`src/rtl/alu_pipe.sv`:
```
// rtl/alu_pipe.sv - two-stage valid/ready ALU (add/sub/and/xor) with per-result flags and condition-code register
module alu_pipe #(
    parameter int WIDTH = 64
) (
    input  logic             clk,
    input  logic             rst,
    input  logic             in_valid,
    output logic             in_ready,
    input  logic [1:0]       ifun,
    input  logic [WIDTH-1:0] a,
    input  logic [WIDTH-1:0] b,
    input  logic             set_cc,
    output logic             out_valid,
    input  logic             out_ready,
    output logic [WIDTH-1:0] result,
    output logic [2:0]       flags,
    output logic [2:0]       cc
);

    logic             s1_valid_q;
    logic [WIDTH-1:0] s1_a_q;
    logic [WIDTH-1:0] s1_b_q;
    logic [1:0]       s1_fun_q;
    logic             s1_cc_q;

    logic             s2_valid_q;
    logic [WIDTH-1:0] result_q;
    logic [2:0]       flags_q;
    logic             s2_cc_q;
    logic [2:0]       cc_q;

    logic [WIDTH-1:0] result_d;
    logic             of_d;
    logic [2:0]       flags_d;

    logic out_fire;
    logic s1_adv;
    logic in_fire;

    assign out_fire = s2_valid_q & out_ready;
    assign s1_adv   = s1_valid_q & (~s2_valid_q | out_fire);
    assign in_ready = ~rst & (~s1_valid_q | s1_adv);
    assign in_fire  = in_valid & in_ready;

    // Outputs are forced to their reset values for the whole time rst is high,
    // not just after the reset edge.
    assign out_valid = s2_valid_q & ~rst;
    assign result    = rst ? '0 : result_q;
    assign flags     = rst ? 3'b000 : flags_q;
    assign cc        = rst ? 3'b100 : cc_q;

    always_comb begin
        result_d = '0;
        of_d     = 1'b0;
        case (s1_fun_q)
            2'd0: begin
                result_d = s1_a_q + s1_b_q;
                of_d     = (s1_a_q[WIDTH-1] == s1_b_q[WIDTH-1]) &&
                           (result_d[WIDTH-1] != s1_a_q[WIDTH-1]);
            end
            2'd1: begin
                result_d = s1_b_q - s1_a_q;
                of_d     = (s1_a_q[WIDTH-1] != s1_b_q[WIDTH-1]) &&
                           (result_d[WIDTH-1] != s1_b_q[WIDTH-1]);
            end
            2'd2:    result_d = s1_a_q & s1_b_q;
            default: result_d = s1_a_q ^ s1_b_q;
        endcase
        flags_d = {(result_d == '0), result_d[WIDTH-1], of_d};
    end

    always_ff @(posedge clk) begin
        if (rst) begin
            s1_valid_q <= 1'b0;
        end else if (in_fire) begin
            s1_valid_q <= 1'b1;
        end else if (s1_adv) begin
            s1_valid_q <= 1'b0;
        end
    end

    always_ff @(posedge clk) begin
        if (in_fire) begin
            s1_a_q   <= a;
            s1_b_q   <= b;
            s1_fun_q <= ifun;
            s1_cc_q  <= set_cc;
        end
    end

    always_ff @(posedge clk) begin
        if (rst) begin
            s2_valid_q <= 1'b0;
            result_q   <= '0;
            flags_q    <= 3'b000;
            s2_cc_q    <= 1'b0;
        end else if (s1_adv) begin
            s2_valid_q <= 1'b1;
            result_q   <= result_d;
            flags_q    <= flags_d;
            s2_cc_q    <= s1_cc_q;
        end else if (out_fire) begin
            s2_valid_q <= 1'b0;
        end
    end

    // Condition codes commit only when the result actually leaves the block.
    always_ff @(posedge clk) begin
        if (rst) begin
            cc_q <= 3'b100;
        end else if (out_fire && s2_cc_q) begin
            cc_q <= flags_q;
        end
    end

endmodule
```
`config.mk`:
```
export PLATFORM = sky130hd
export DESIGN_NAME = alu_pipe
export DESIGN_NICKNAME = d
export VERILOG_FILES = /design/src/rtl/alu_pipe.sv
export SDC_FILE = /design/constraint.sdc
export NUM_CORES = 1
export LEC_CHECK = 0
export ABC_AREA = 1
export ABC_CLOCK_PERIOD_IN_PS = 7400
export CORE_UTILIZATION = 55
export CTS_BUF_LIST = sky130_fd_sc_hd__clkbuf_4 sky130_fd_sc_hd__clkbuf_8
export DETAILED_ROUTE_END_ITERATION = 10
export GPL_TIMING_DRIVEN = 1
export PLACE_DENSITY = 0.87
export SYNTH_ARGS = -nofsm -noshare
export SYNTH_HDL_FRONTEND = slang
export SYNTH_SLANG_ARGS = --single-unit
```
`constraint.sdc`:
```
create_clock -name clk -period 7.4 [get_ports clk]
set_input_delay 0.74 -clock clk [delete_from_list [all_inputs] [get_ports clk]]
set_output_delay 0.74 -clock clk [all_outputs]
set_load 0.05 [all_outputs]
```
==> qor.yml, run 1 <==
sta:
  hold_viol_final: 0
  worst_slew_pin_slew_ps: 1070
  rsz0062_at_grt: "no"
  max_clock_freq_ghz: 0.252
  skew_ps: 29.2
  setup_ws_ps: 3430
  setup_viol_count_final: 0
  setup_tns_ps: 0
  period_minus_slack_ps: 3970
  max_slew_margin: 0.283
  maxSlewViolCount: 0
  fin_crit_sh: 0.537
clocking:
  cts-root-buf: "clkbuf_8"
  clkSinkCount: 203
  clockBufferDepth: 3
  postCtsResizedCells: 0
  clk_latency_ps: 590
  cts_hold_buf: 0
  cts_tree: "built"
  cts.htree.levels: 2
  cts_setup_buffers: 0
  numCtsBuffers: 34
  clkSlewWorstSetupHoldPaths_ps: 60
setup_path:
  cp.required_ps: 7910
  critPathTopFamily: "simple AND/OR/NAND/NOR gates"
  worst-setup-path-type: "reg2reg"
  worst_ep_arrival_time_ps: 4480
  endpoint_kind: "register"
  cp-start-kind: "register"
  critPathMaxStageDelay_ps: 700
  critPathSlowestCell: "ha_1"
  cp_max_fo: 9
  cp_num_buf_inv: 2
  crit_chain: "inv_1 -> ha_1 -> nand2_2 -> nor2_4 -> inv_2 -> nor2_4 -> nand3b_1 -> nand3_1 -> nand2_1 -> nand3_1 -> nand4_1 -> nor2_1 -> nand3_1 -> nor2_1 -> nand3_1 -> nor3_2 -> nand2_1 -> nand2_1"
  cpMostUsedCell: "nand3_1"
floorplanning:
  die_y_um: 200
  die_area_sq_um: 40100
  coreArea_sq_um: 38700
  start_util: 0.559
  io_pins: 207
  die_x_um: 200
  row_count: 72
synth:
  synth_warnings: 0
  seq_area_frac_synth: 0.248
  synth-seq-cells: 203
  synthCells: 3559
  synth.distinct_cells: 50
  netlist_area_sq_um: 21600
  synth_nets: 3824
  syn_avg_cell_area_sq_um: 6.08
placed_design:
  gp_congestion: 1.09
  dp_slack_ps: 3700
  dp_hpwl_um: 71100
  placement.io_buffers: 206
outcome:
  outcome: "finished, final reports clean"
route:
  viasPerCell: 5.59
  ant_nets: 0
  post-route-drc-count: 0
  drt_iter0_markers: 3160
  vias: 23687
  drt_pass1_iterations: 7
  wire_per_inst_um: 20.4
  routed_wl_um: 86400
finish:
  mostFrequentLayoutCells: "1,066 x nand2_1, 640 x inv_1, 346 x nor2_1"
  diodes: 0
  final_layout_size_suffix_gt1_frac: 0.105
  area_delta_synth_final_pct: 13.0
  final_common_cell: "nand2_1"
  nNetsFinal: 3962
  fill_cells: 3755
pwr:
  p_per_area_nw_per_um2: 150
  power.leakage_uw: 0.0121
  vdd_drop_max_mv: 0.181
global_routing:
  grt_pass1_wl_um: 128000
  grt_overflow_total: 0
  grt_max_degree: 103
  grtUsageTotal: 0.425
  grt_pass1_vias: 21660
  antenna_found_initial: 2
run:
  maxCapViolations: 0
hold_path:
  hp-class: "reg2reg"
layer usage:
metal  up-vias  part of all wire  GRT usage  wire length [um]
met5         -           0.00015          0                13
met4         2             0.039      0.172              3370
met3       191              0.13      0.105             11400
met2      1476              0.42      0.629             35900
met1     10734              0.41      0.589             35700
li1      11284                 -          -                 -
report_power, final:
group	total, uW	leakage [uW]	switching [uW]	internal (uW)
clock	1120	0.000394	471	651
sequential	1300	0.00182	29.4	1270
combinational	1250	0.00992	875	372
through the flow:
step / util / std cells / total power (uW) / hold WS [ps] / area [sq um]
2_1_floorplan: - / 3559 / 2130 / 430 / 21600
3_3_place_gp: 0.612 / 4179 / 2500 / 441 / 23700
3_5_place_dp: 0.612 / 4179 / 2510 / 454 / 23700
4_1_cts: 0.631 / 4238 / 3630 / 463 / 24400
5_1_grt: 0.631 / 4238 / 3820 / 471 / 24400
6_report: 0.631 / 4238 / 3670 / 461 / 24400
final timing paths:
kind         cells after the start    startpoint  slack, ps           end
max reg2reg                     18    s1_a_q[19]       3430    flags_q[2]
max                             18    s1_a_q[19]       3430    flags_q[2]
min reg2reg                      2  result_q[59]        460  result_q[59]
min                              2  result_q[59]        460  result_q[59]
cell families (layout without fill, tap and decap cells):
kind of cell | Yosys count | count (layout) | share of synthesized area
buffers and inverters | 859 | 1020 | 0.165
and+or+nand+nor | 2036 | 2036 | 0.424
xor gates and xnor gates | 2 | 2 | 0.000810
DFF | 203 | 203 | 0.248
AOI/OAI and AO/OA | 329 | 329 | 0.0859
adders and majority gates | 130 | 130 | 0.0759
area by class of cell:
cell class | instances | area (sq um) | area share
tap | 518 | 648 | 0.0265
multi-input combinational | 2497 | 12700 | 0.521
sequential | 203 | 5380 | 0.220
clock inverter | 14 | 165 | 0.00676
timing repair buffer | 218 | 2150 | 0.0880
inverter | 743 | 2790 | 0.114
clock buffer | 45 | 582 | 0.0238
Yosys cell counts (all sizes together):
cell type	number	area [sq um]
o21bai	20	154
and2	8	50.1
a21o	3	22.5
a21oi	157	842
nand3	333	1780
nor4	3	25.0
nor3	21	150
a32o	1	10.0
nand4	76	482
xor2	2	17.5
o2111ai	1	8.76
a211oi	27	203
or2	2	12.5
a21boi	4	30.0
nand2	1132	4440
fa	2	40.0
o211ai	1	7.51
ha	128	1600
nor2	456	2180
buf	76	624
inv	733	2760
o211a	1	10.0
nand3b	4	55.1
dfxtp	72	1440
clkinv	10	37.5
edfxtp	131	3930
clkbuf	40	151
o21ai	114	571
nand2b	1	6.26
worst reg2reg max path, stage by stage (launching register included):
cell and delay (ps):
edfxtp_1 370, inv_1 60, ha_1 700, nand2_2 210, nor2_4 160, inv_2 60
nor2_4 200, nand3b_1 270, nand3_1 300, nand2_1 80, nand3_1 80, nand4_1 400
nor2_1 250, nand3_1 90, nor2_1 300, nand3_1 130, nor3_2 120, nand2_1 70
nand2_1 50
state kept, by name, indices dropped and copies added, names as in the netlist:
| register | flops |
|---|---|
| s1_fun_q | 2 |
| flags_q | 3 |
| result_q | 63 |
| s1_a_q | 64 |
| s2_cc_q | 1 |
| s1_cc_q | 1 |
| s1_valid_q | 1 |
| cc_q | 3 |
| s2_valid_q | 1 |
| s1_b_q | 64 |
No activity file was read; power rests on OpenSTA's default activity.
==> run 2: changes to the inputs <==
- ABC_CLOCK_PERIOD_IN_PS: 7400 -> 3600
- clock period: 7.4 -> 3.6 ns (I/O delays scaled with it)
==> qor.yml, run 2 (same netlist as run 1, synthesis figures left out) <==
setup_path:
  worst_ep_arrival_time_ps: 4060
  critPathTopFamily: "simple AND/OR/NAND/NOR gates"
  cp.required_ps: 4150
  endpoint_kind: "register"
  cp-start-kind: "register"
  cpMostUsedCell: "nand2_1"
  worst-setup-path-type: "reg2reg"
  cp_max_fo: 10
  crit_chain: "ha_1 -> nand2_1 -> nor2_4 -> nand2_1 -> inv_1 -> nand2_1 -> nand2_1 -> inv_1 -> nand2_2 -> nand2_1 -> nand3_1 -> nand4_1 -> nor2_1 -> nand2_1 -> nor2_1 -> nand3_1 -> nor3_2 -> nand2_1 -> nand2_1"
  critPathSlowestCell: "ha_1"
  critPathMaxStageDelay_ps: 630
  cp_num_buf_inv: 2
pwr:
  p_int_uw: 4770
  vdd_drop_max_mv: 0.290
  pwr-share-clk: 0.304
  combPwrFrac: 0.349
  switching_power_uw: 2970
  p_seq_frac: 0.347
  power.leakage_uw: 0.0125
  p_sw_frac: 0.384
  p_per_area_nw_per_um2: 308
global_routing:
  grt_pass1_vias: 22958
  grt_overflow_total: 0
  antenna_found_initial: 2
  grt_pass1_wl_um: 135000
  grtUsageTotal: 0.448
  grt_max_degree: 76
floorplanning:
  coreArea_sq_um: 38700
  io_pins: 207
  die_area_sq_um: 40100
  start_util: 0.559
  die_x_um: 200
  die_y_um: 200
  row_count: 72
clocking:
  cts_tree: "built"
  cts_hold_buf: 0
  cts.htree.levels: 2
  clkSinkCount: 203
  clockBufferDepth: 3
  clkSlewWorstSetupHoldPaths_ps: 70
  cts-root-buf: "clkbuf_8"
  numCtsBuffers: 35
  clk_latency_ps: 620
sta:
  setup_viol_count_final: 0
  period_minus_slack_ps: 3520
  skew_ps: 23.8
  setup_tns_ps: 0
  rsz0062_at_grt: "no"
  worst_slew_pin_slew_ps: 670
  max_slew_margin: 0.548
  max_clock_freq_ghz: 0.284
  maxSlewViolCount: 0
  hold_viol_final: 0
  fin_crit_sh: 0.977
finish:
  nNetsFinal: 4038
  largestRegisters: "s1_a_q (64), s1_b_q (64), result_q (63)"
  mostFrequentLayoutCells: "1,064 x nand2_1, 641 x inv_1, 345 x nor2_1"
  area_delta_synth_final_pct: 16.1
  fill_cells: 3573
  final_common_cell: "nand2_1"
  fin_cells: 4319
  final_layout_size_suffix_gt1_frac: 0.127
placed_design:
  gp_congestion: 1.10
  dp_hpwl_um: 75100
  dp_cells: 4251
  placement.io_buffers: 206
route:
  drt_iter0_markers: 3160
  drt_pass1_iterations: 6
  viasPerCell: 5.68
  wire_per_inst_um: 21.2
  routed_wl_um: 91400
  post-route-drc-count: 0
  vias: 24512
  ant_nets: 0
hold_path:
  hp-class: "in2reg"
run:
  maxCapViolations: 0
outcome:
  outcome: "finished, final reports clean"
## run 2: cell types whose count changed in the layout (fill, tap and decap cells not counted), sizes merged
cell      before  now
buf           13   88
bufinv         4    3
clkinvlp       0    3
clkbuf        45   46
clkinv        21   20
inv          732  734
diode          0    2
## run 2: power by group through the flow
stage | combinational, uW | sequential, uW | clock (uW)
detailed placement | 2550 | 2730 | 0
global route | 2880 | 2690 | 2460
CTS | 2570 | 2680 | 2360
global placement | 2530 | 2710 | 0
floorplan | 1670 | 2710 | 0
finish | 2700 | 2680 | 2350
## run 2: path summary, 6_finish.rpt
kind	startpoint	to	slack, ps	depth (start not counted)
max	s1_b_q[30]	flags_q[2]	80	19
min	b[19]	s1_b_q[19]	300	1
max reg2reg	s1_b_q[30]	flags_q[2]	80	19
min reg2reg	result_q[48]	result_q[48]	460	2
## run 2: what timing repair did
item	4_1_cts	5_1_grt
setup endpoints to repair	0	1
gates resized for setup	0	16
setup buffers	0	3
## run 2: area by class of cell
class / instances / area, sq um / area share
clock buffer: 46 / 596 / 0.0237
antenna: 2 / 5.00 / 0.000199
clock inverter: 17 / 165 / 0.00658
sequential: 203 / 5380 / 0.214
inverter: 743 / 2790 / 0.111
timing repair buffer: 293 / 2760 / 0.110
tap: 518 / 648 / 0.0258
multi-input combinational: 2497 / 12800 / 0.508
## run 2: worst reg2reg max path, cell delays in order (launching register included)
cell      delay, ps
edfxtp_1        430
ha_1            630
nand2_1         260
nor2_4          160
nand2_1         120
inv_1           130
nand2_1         130
nand2_1         140
inv_1            80
nand2_2          80
nand2_1          50
nand3_1          80
nand4_1         250
nor2_1          220
nand2_1          70
nor2_1          190
nand3_1         190
nor3_2          140
nand2_1          70
nand2_1          50
## run 2: through the flow
| stage | total power, uW | area, sq um | setup WS (ps) | hold slack, ps | util |
|---|---|---|---|---|---|
| floorplan | 4380 | 21600 | 398 | 430 | - |
| global placement | 5240 | 24300 | 318 | 439 | 0.627 |
| detailed placement | 5280 | 24300 | 267 | 452 | 0.627 |
| CTS | 7620 | 25000 | 210 | 275 | 0.647 |
| global route | 8030 | 25100 | 1.00 | 287 | 0.648 |
| finish | 7740 | 25100 | 83.5 | 296 | 0.648 |
## run 2: per-layer routing
| metal | up-vias | routed length (um) | GRT usage |
|---|---|---|---|
| met5 | - | 15 | 0 |
| met4 | 2 | 4630 | 0.219 |
| met3 | 267 | 12100 | 0.134 |
| met2 | 1628 | 37700 | 0.661 |
| met1 | 11187 | 37000 | 0.596 |
| li1 | 11428 | - | - |
